### config.mk
export PLATFORM = sky130hd
export DESIGN_NAME = mem_arbiter
export DESIGN_NICKNAME = d
export VERILOG_FILES = /design/src/rtl/mem_arb_pkg.sv /design/src/rtl/mem_arb_timer.sv /design/src/rtl/mem_arbiter.sv
export SDC_FILE = /design/constraint.sdc
export NUM_CORES = 1
export LEC_CHECK = 0
export ABC_CLOCK_PERIOD_IN_PS = 5400
export CELL_PAD_IN_SITES_DETAIL_PLACEMENT = 1
export CELL_PAD_IN_SITES_GLOBAL_PLACEMENT = 1
export CORE_MARGIN = 3
export CORE_UTILIZATION = 33
export DETAILED_ROUTE_END_ITERATION = 8
export PLACE_DENSITY_LB_ADDON = 0.08
export SYNTH_ARGS = -nofsm -noshare
export SYNTH_HDL_FRONTEND = slang
export SYNTH_SLANG_ARGS = --single-unit
### constraint.sdc
create_clock -name clk -period 5.4 [get_ports clk]
set_clock_uncertainty 0.15 [all_clocks]
set_input_delay 1.35 -clock clk [delete_from_list [all_inputs] [get_ports clk]]
set_output_delay 1.35 -clock clk [all_outputs]
set_load 0.005 [all_outputs]
### src/rtl/mem_arb_pkg.sv
// Shared types and constants for the unified-memory arbiter (mem_arbiter).
package mem_arb_pkg;

    typedef enum logic [1:0] {
        IDLE   = 2'd0,
        BUSY_I = 2'd1,
        BUSY_D = 2'd2,
        RESP   = 2'd3
    } arb_state_t;

    typedef enum logic {
        INSTR = 1'b0,
        DATA  = 1'b1
    } owner_t;

    localparam int WAIT_MAX_DEF = 16;
    localparam int TIMER_W      = $clog2(WAIT_MAX_DEF + 1);

    function automatic int timer_width(input int wait_max);
        return $clog2(wait_max + 1);
    endfunction

endpackage

### src/rtl/mem_arb_timer.sv
// Access watchdog for mem_arbiter: counts BUSY cycles from zero and flags the
// last cycle the memory is allowed before the access is abandoned.
module mem_arb_timer
    import mem_arb_pkg::*;
#(
    parameter int WAIT_MAX = WAIT_MAX_DEF,
    parameter int TW       = timer_width(WAIT_MAX)
) (
    input  logic clk,
    input  logic reset,
    input  logic clear,
    input  logic count,
    output logic expired
);

    localparam logic [TW-1:0] LAST = TW'(WAIT_MAX - 1);

    logic [TW-1:0] count_r;

    // Cycle counter; saturates on the last permitted cycle.
    always_ff @(posedge clk or negedge reset) begin
        if (!reset) begin
            count_r <= {TW{1'b0}};
        end else if (clear) begin
            count_r <= {TW{1'b0}};
        end else if (count && (count_r != LAST)) begin
            count_r <= count_r + TW'(1);
        end else begin
            count_r <= count_r;
        end
    end

    assign expired = (count_r == LAST);

endmodule

### src/rtl/mem_arbiter.sv
// Arbiter sharing one single-ported memory between the CPU fetch and data ports.
// Build option MEM_ARB_RR_EN: round-robin on simultaneous requests; otherwise data wins.
module mem_arbiter
    import mem_arb_pkg::*;
#(
    parameter int WIDTH    = 32,
    parameter int WAIT_MAX = WAIT_MAX_DEF
) (
    input  logic             clk,
    input  logic             reset,
    input  logic             iReq,
    input  logic [WIDTH-1:0] iAddr,
    output logic [WIDTH-1:0] iRdata,
    output logic             iAck,
    input  logic             dReq,
    input  logic             dWe,
    input  logic [WIDTH-1:0] dAddr,
    input  logic [WIDTH-1:0] dWdata,
    output logic [WIDTH-1:0] dRdata,
    output logic             dAck,
    output logic             busErr,
    output logic             memReq,
    output logic             memWe,
    output logic [WIDTH-1:0] memAddr,
    output logic [WIDTH-1:0] memWdata,
    input  logic [WIDTH-1:0] memRdata,
    input  logic             memReady
);

    localparam logic [WIDTH-1:0] ZERO_W = {WIDTH{1'b0}};

    arb_state_t       state_r,      state_nx;
    owner_t           owner_r,      owner_nx;
    owner_t           last_owner_r, last_owner_nx;
    logic             mem_req_r,    mem_req_nx;
    logic             mem_we_r,     mem_we_nx;
    logic [WIDTH-1:0] mem_addr_r,   mem_addr_nx;
    logic [WIDTH-1:0] mem_wdata_r,  mem_wdata_nx;
    logic [WIDTH-1:0] i_rdata_r,    i_rdata_nx;
    logic [WIDTH-1:0] d_rdata_r,    d_rdata_nx;
    logic             i_ack_r,      i_ack_nx;
    logic             d_ack_r,      d_ack_nx;
    logic             bus_err_r,    bus_err_nx;

    logic             timer_clear_s;
    logic             timer_count_s;
    logic             timer_expired_s;
    logic             prefer_data_s;
    logic             grant_data_s;
    logic [WIDTH-1:0] resp_data_s;

`ifdef MEM_ARB_RR_EN
    assign prefer_data_s = (last_owner_r == INSTR);
`else
    assign prefer_data_s = 1'b1;
`endif

    // A lone requester always wins; on a tie the preference decides.
    assign grant_data_s = dReq && (!iReq || prefer_data_s);

    mem_arb_timer #(
        .WAIT_MAX (WAIT_MAX)
    ) u_timer (
        .clk     (clk),
        .reset   (reset),
        .clear   (timer_clear_s),
        .count   (timer_count_s),
        .expired (timer_expired_s)
    );

    // Next-state and next-output logic for the arbitration FSM.
    always_comb begin
        state_nx      = state_r;
        owner_nx      = owner_r;
        last_owner_nx = last_owner_r;
        mem_req_nx    = mem_req_r;
        mem_we_nx     = mem_we_r;
        mem_addr_nx   = mem_addr_r;
        mem_wdata_nx  = mem_wdata_r;
        i_rdata_nx    = i_rdata_r;
        d_rdata_nx    = d_rdata_r;
        i_ack_nx      = 1'b0;
        d_ack_nx      = 1'b0;
        bus_err_nx    = 1'b0;
        timer_clear_s = 1'b0;
        timer_count_s = 1'b0;
        resp_data_s   = ZERO_W;

        case (state_r)
            IDLE: begin
                timer_clear_s = 1'b1;
                if (grant_data_s) begin
                    state_nx     = BUSY_D;
                    owner_nx     = DATA;
                    mem_req_nx   = 1'b1;
                    mem_we_nx    = dWe;
                    mem_addr_nx  = dAddr;
                    mem_wdata_nx = dWdata;
                end else if (iReq) begin
                    state_nx     = BUSY_I;
                    owner_nx     = INSTR;
                    mem_req_nx   = 1'b1;
                    mem_we_nx    = 1'b0;
                    mem_addr_nx  = iAddr;
                    mem_wdata_nx = ZERO_W;
                end else begin
                    state_nx     = IDLE;
                end
            end

            BUSY_I, BUSY_D: begin
                // memReady beats a coinciding timeout; stores return zero data.
                if (memReady || timer_expired_s) begin
                    state_nx    = RESP;
                    mem_req_nx  = 1'b0;
                    mem_we_nx   = 1'b0;
                    bus_err_nx  = !memReady;
                    resp_data_s = (memReady && !mem_we_r) ? memRdata : ZERO_W;
                    if (state_r == BUSY_D) begin
                        d_ack_nx   = 1'b1;
                        d_rdata_nx = resp_data_s;
                    end else begin
                        i_ack_nx   = 1'b1;
                        i_rdata_nx = resp_data_s;
                    end
                end else begin
                    timer_count_s = 1'b1;
                end
            end

            RESP: begin
                state_nx      = IDLE;
                last_owner_nx = owner_r;
            end

            default: begin
                state_nx   = IDLE;
                mem_req_nx = 1'b0;
                mem_we_nx  = 1'b0;
            end
        endcase
    end

    // FSM state register.
    always_ff @(posedge clk or negedge reset) begin
        if (!reset) begin
            state_r <= IDLE;
        end else begin
            state_r <= state_nx;
        end
    end

    // Memory-bus, response and ownership registers.
    always_ff @(posedge clk or negedge reset) begin
        if (!reset) begin
            owner_r      <= INSTR;
            last_owner_r <= INSTR;
            mem_req_r    <= 1'b0;
            mem_we_r     <= 1'b0;
            mem_addr_r   <= ZERO_W;
            mem_wdata_r  <= ZERO_W;
            i_rdata_r    <= ZERO_W;
            d_rdata_r    <= ZERO_W;
            i_ack_r      <= 1'b0;
            d_ack_r      <= 1'b0;
            bus_err_r    <= 1'b0;
        end else begin
            owner_r      <= owner_nx;
            last_owner_r <= last_owner_nx;
            mem_req_r    <= mem_req_nx;
            mem_we_r     <= mem_we_nx;
            mem_addr_r   <= mem_addr_nx;
            mem_wdata_r  <= mem_wdata_nx;
            i_rdata_r    <= i_rdata_nx;
            d_rdata_r    <= d_rdata_nx;
            i_ack_r      <= i_ack_nx;
            d_ack_r      <= d_ack_nx;
            bus_err_r    <= bus_err_nx;
        end
    end

    assign memReq   = mem_req_r;
    assign memWe    = mem_we_r;
    assign memAddr  = mem_addr_r;
    assign memWdata = mem_wdata_r;
    assign iRdata   = i_rdata_r;
    assign dRdata   = d_rdata_r;
    assign iAck     = i_ack_r;
    assign dAck     = d_ack_r;
    assign busErr   = bus_err_r;

endmodule

== Yosys cells after proc, flatten, opt, wreduce, memory -nomap -nowiden ==
Cells that the tools add are included.
Operators by class
  add/subtract/negate cells: 1
  reductions and logical operators: 14
  mux-type cells: 29
  bitwise operators: 1
  eq/ne operators: 7
Operators with widths (count)
  $mux W32: 5
  $mux W1: 17
  $mux W5: 2
  $reduce_and A3 Y1: 3
  $pmux W2 S3: 1
  $reduce_bool A2 Y1: 3
  $add A5 B1 Y5 const B: 1
  $eq A5 B4 Y1 const B: 1
  $ne A5 B4 Y1 const B: 1
  $eq A2 B2 Y1 const B: 2
  $mux W2: 2
  $pmux W1 S2: 2
  $ne A3 B3 Y1 const B: 1
  $eq A2 B1 Y1 const B: 1
  $logic_and A1 B1 Y1: 2
  $logic_not A1 Y1: 2
  $logic_not A2 Y1: 1
  $ne A2 B2 Y1 const B: 1
  $reduce_and A2 Y1: 1
  $reduce_or A2 Y1: 1
  $logic_or A1 B1 Y1: 1
  $not A1 Y1: 1
Storage, ports and cells
  bits in registers: 140
  logic and storage cells: 63

== Depth between registers and ports, before layout ==
  depth in word-level cells: 7
  mapped depth: 8
  mapped depth without buffers: 6

== By module ==
Synthesis repeated with hierarchy kept, for this count alone.
Unflattened totals
  cells, all modules: 440
  area, all modules: 6107.1 um2
By module, submodules not included
  mem_arbiter: instances 1, cells an instance 417, area each 5846.9 um2
  mem_arb_timer: instances 1, cells an instance 23, area each 260.2 um2

== Worst setup path before layout ==
No wires, ideal clock.
  kind: input port to flip-flop
  start point: in dReq
  end point: reg mem_addr_r[21] (netlist: memAddr[21])
  stages: 6
  required time: 5.167 ns
  arrival time: 2.246 ns
  path slack: 2.921 ns
  path through: buf_2 > o21ai_2 > buf_2 > buf_4 > nand2_1 > o21ai_0
Between the ends
  word-level cells in the longest chain between the ends: 2
RTL lines
  from (decl): line mem_arbiter.sv:15  | input logic dReq,
  $reduce_bool A2 Y1 (no source line)
  $reduce_and A2 Y1 (no source line)
  to (signal assigned): line mem_arbiter.sv:172  | mem_addr_r <= mem_addr_nx;
  to (decl): line mem_arbiter.sv:37  | logic [WIDTH-1:0] mem_addr_r, mem_addr_nx;
Parallel ways exist; a longest one is shown, timed or not.
A chain may end at the register's enable or synchronous reset.

== Final worst setup path ==
  start point: in dReq
  end point: reg mem_we_r (netlist: memWe)
Between the ends
  word-level cells in the longest chain between the ends: 2
RTL lines
  $ne A3 B3 Y1 (no source line) / $mux W1 (equally long branches)
  $reduce_and A3 Y1 (no source line) / $pmux W1 S2 (equally long branches)
  to (signal assigned): line mem_arbiter.sv:171  | mem_we_r <= mem_we_nx;
  to (decl): line mem_arbiter.sv:36  | logic mem_we_r, mem_we_nx;
Parallel ways exist; a longest one is shown, timed or not.

==> impl_metrics.yaml <==
run_status:
  status: "completed"
global_routing:
  first_global_vias: 5230
  antenna_found_initial: 0
  grt_max_degree: 111
  gr-usage-all-layers_pct: 19.8
  grt_first_pass_wirelength_um: 28300
  grt_overflow_total: 0
yosys:
  ys_seq_area_share_pct: 62.3
  netlist_instances: 513
  synth_area_per_cell_um2: 11.0
  synthDistinctLibCells: 30
  yosysMostFrequentCell: "dfrtp_1"
  netlist_area_um2: 5620
  netlist_top_cells_count: "dfrtp_1, o21ai_0, nand2_1"
  yosys_warnings: 0
  async_flop_share_pct: 100
  syn_nets: 652
  synth_edf_count: 0
  ys_seq_elements: 140
  synth_top_cell_by_area: "dfrtp_1"
  synth.area.top_cells: "dfrtp_1, o21ai_0, nand2_1"
  synth_top_area_share_pct: 62.3
  synth-main-ff-cell: "dfrtp_1"
timing:
  relSlewSlack_pct: 18.0
  post-route-period-util_pct: 58.3
  postLayoutSetupSlackWorst_ns: 2.25
  finalHoldViolCount: 0
  setup_violations: 0
  worst-slew-pin-transition_ns: 1.23
  drv_slew: 0
  fin_tns_setup_ns: 0
  period_minus_slack_ns: 3.15
  rsz0062_at_grt: "no"
  fmax_ghz: 0.318
floorplanning:
  io_pins: 267
  rows: 47
  die_area_um2: 18600
  fp.dieW_um: 137
  initial_utilization_pct: 33.8
  dieHeight_um: 137
  core_area_um2: 16600
worst_setup_path:
  crit_fanout: 36
  setup.worst_path.start_class: "input pin"
  worst_setup_path_end_kind: "flop"
  required_ns: 5.59
  crit_type: "in -> reg"
  cp.arrival_ns: 3.33
routing:
  avgViaCountPerCell: 4.81
  drtAntennaViolNets: 0
  vias: 4808
  totalWireLength_um: 18300
  wl_per_cell_um: 18.3
  firstDrtPassIters: 4
  drc_errors: 0
  drtIter0Drc: 206
finish:
  fin_cells: 999
  drive_above_1_share_pct: 6.16
  fill_cells: 1783
  diodes: 0
  finish.utilization_pct: 54.2
  nNetsFinal: 905
  syn2layout_area_growth_pct: 60.4
clock_tree:
  postCtsHoldBufs: 0
  cts.repair.resized: 0
  cts_root_buffer: "clkbuf_16"
  post_cts_buffers: 0
  cts_sinks: 140
  clockBufferDepth: 2
  cts_tree: "done"
  cts.clk_slew.worst_paths_ns: 0.06
  clock_latency_ns: 0.41
  numCtsBuffers: 17
  cts.htree.levels: 4
pwr:
  worst_ir_drop_vdd_mv: 0.237
  combPwrFrac_pct: 40.7
  p_clk_share_pct: 23.3
  power_mw: 4.73
  p_int_mw: 3.16
  sw_frac_of_total_pct: 33.1
  switching_power_mw: 1.56
  leakage_nw: 3.93
  power_density_nw_per_um2: 524
  seq_power_share_pct: 35.9
placement:
  port_buffers: 266
  dpl.cell_count: 967
  gp_congestion: 0.758
  place_ws_ns: 1.82
  hpwl_um: 13100
run:
  drv_cap: 0
worst_hold_path:
  holdCritPathClass: "reg -> reg"
[critical path, cell delays in order]
cell and delay (ns):
buf_2 0.08, buf_4 0.49, and2_1 1.05, a32oi_1 0.23
o21ai_1 0.13
[sequential cells by signal, summed over array words and instances (netlist names)]
| name | flops |
|---|---|
| iAck | 1 |
| memWe | 1 |
| u_timer.count_r | 5 |
| busErr | 1 |
| iRdata | 32 |
| dRdata | 32 |
| dAck | 1 |
| state_r | 2 |
| memReq | 1 |
| memAddr | 32 |
| memWdata | 32 |
[per-layer routing]
metal / track usage (%) / up-vias / share of wire (%)
li1: - / 2283 / -
met1: 24.3 / 2334 / 41
met5: 0 / - / 0
met4: 5.77 / 0 / 1.1
met3: 8.01 / 13 / 8.7
met2: 32.1 / 178 / 49
[cell usage in the layout, fill, tap and decap left out, types with 2 or more instances in the layout]
master and instances:
a22o_1 32, buf_4 6, clkbuf_16 17, clkdlybuf4s50_1 264
clkinv_2 3, clkinv_4 2, clkinvlp_4 5, dfrtp_1 140
ha_1 5, inv_1 7, inv_6 2, mux2i_1 34
nand2_1 98, nor2_1 6, o21ai_0 123, o21ai_1 8
xnor2_1 2
[logic make-up after synthesis]
logic type	after synthesis	share of synthesized area, %
compound gates	171	17.8
flops	140	62.3
simple gates	113	8.37
buf+inv	46	3.61
mux	36	6.52
fa+ha+maj	5	1.11
xor+xnor	2	0.312
[metrics by stage]
| stage | cell area [µm²] | hold slack, ns |
|---|---|---|
| final | 9010 | 0.328 |
| after global placement | 8450 | 0.311 |
| after floorplan | 5620 | 0.321 |
| after detailed placement | 8450 | 0.321 |
| after global routing | 9010 | 0.358 |
| after CTS | 9010 | 0.332 |
[final timing paths]
kind | endpoint | from | slack, ns | depth (start not counted)
max | memWe | dReq | 2.25 | 5
min | memAddr[8] | memAddr[8] | 0.33 | 2
max reg2reg | iRdata[0] | state_r[0] | 2.39 | 4
min reg2reg | memAddr[8] | memAddr[8] | 0.33 | 2
max in group asynchronous | memAddr[15] | reset | 3.17 | 2
min in group asynchronous | iRdata[10] | reset | 0.93 | 1
[cell type report]
cell class,count,area (µm²),share of cell area (%)
clock buffer,19,443,4.91
clock inverter,13,118,1.30
inverter,7,26.3,0.291
multi-input combinational,327,1930,21.4
sequential,140,3500,38.9
tap,220,275,3.05
timing repair buffer,273,2720,30.2
[power groups by stage]
stage	clock network (mW)	registers (mW)	logic, mW
after floorplan	0	1.71	0.732
after global placement	0	1.69	1.89
after detailed placement	0	1.71	1.96
after CTS	1.13	1.70	1.97
after global routing	1.18	1.75	2.12
final	1.10	1.70	1.93
Power figures use the tool's default switching activity.
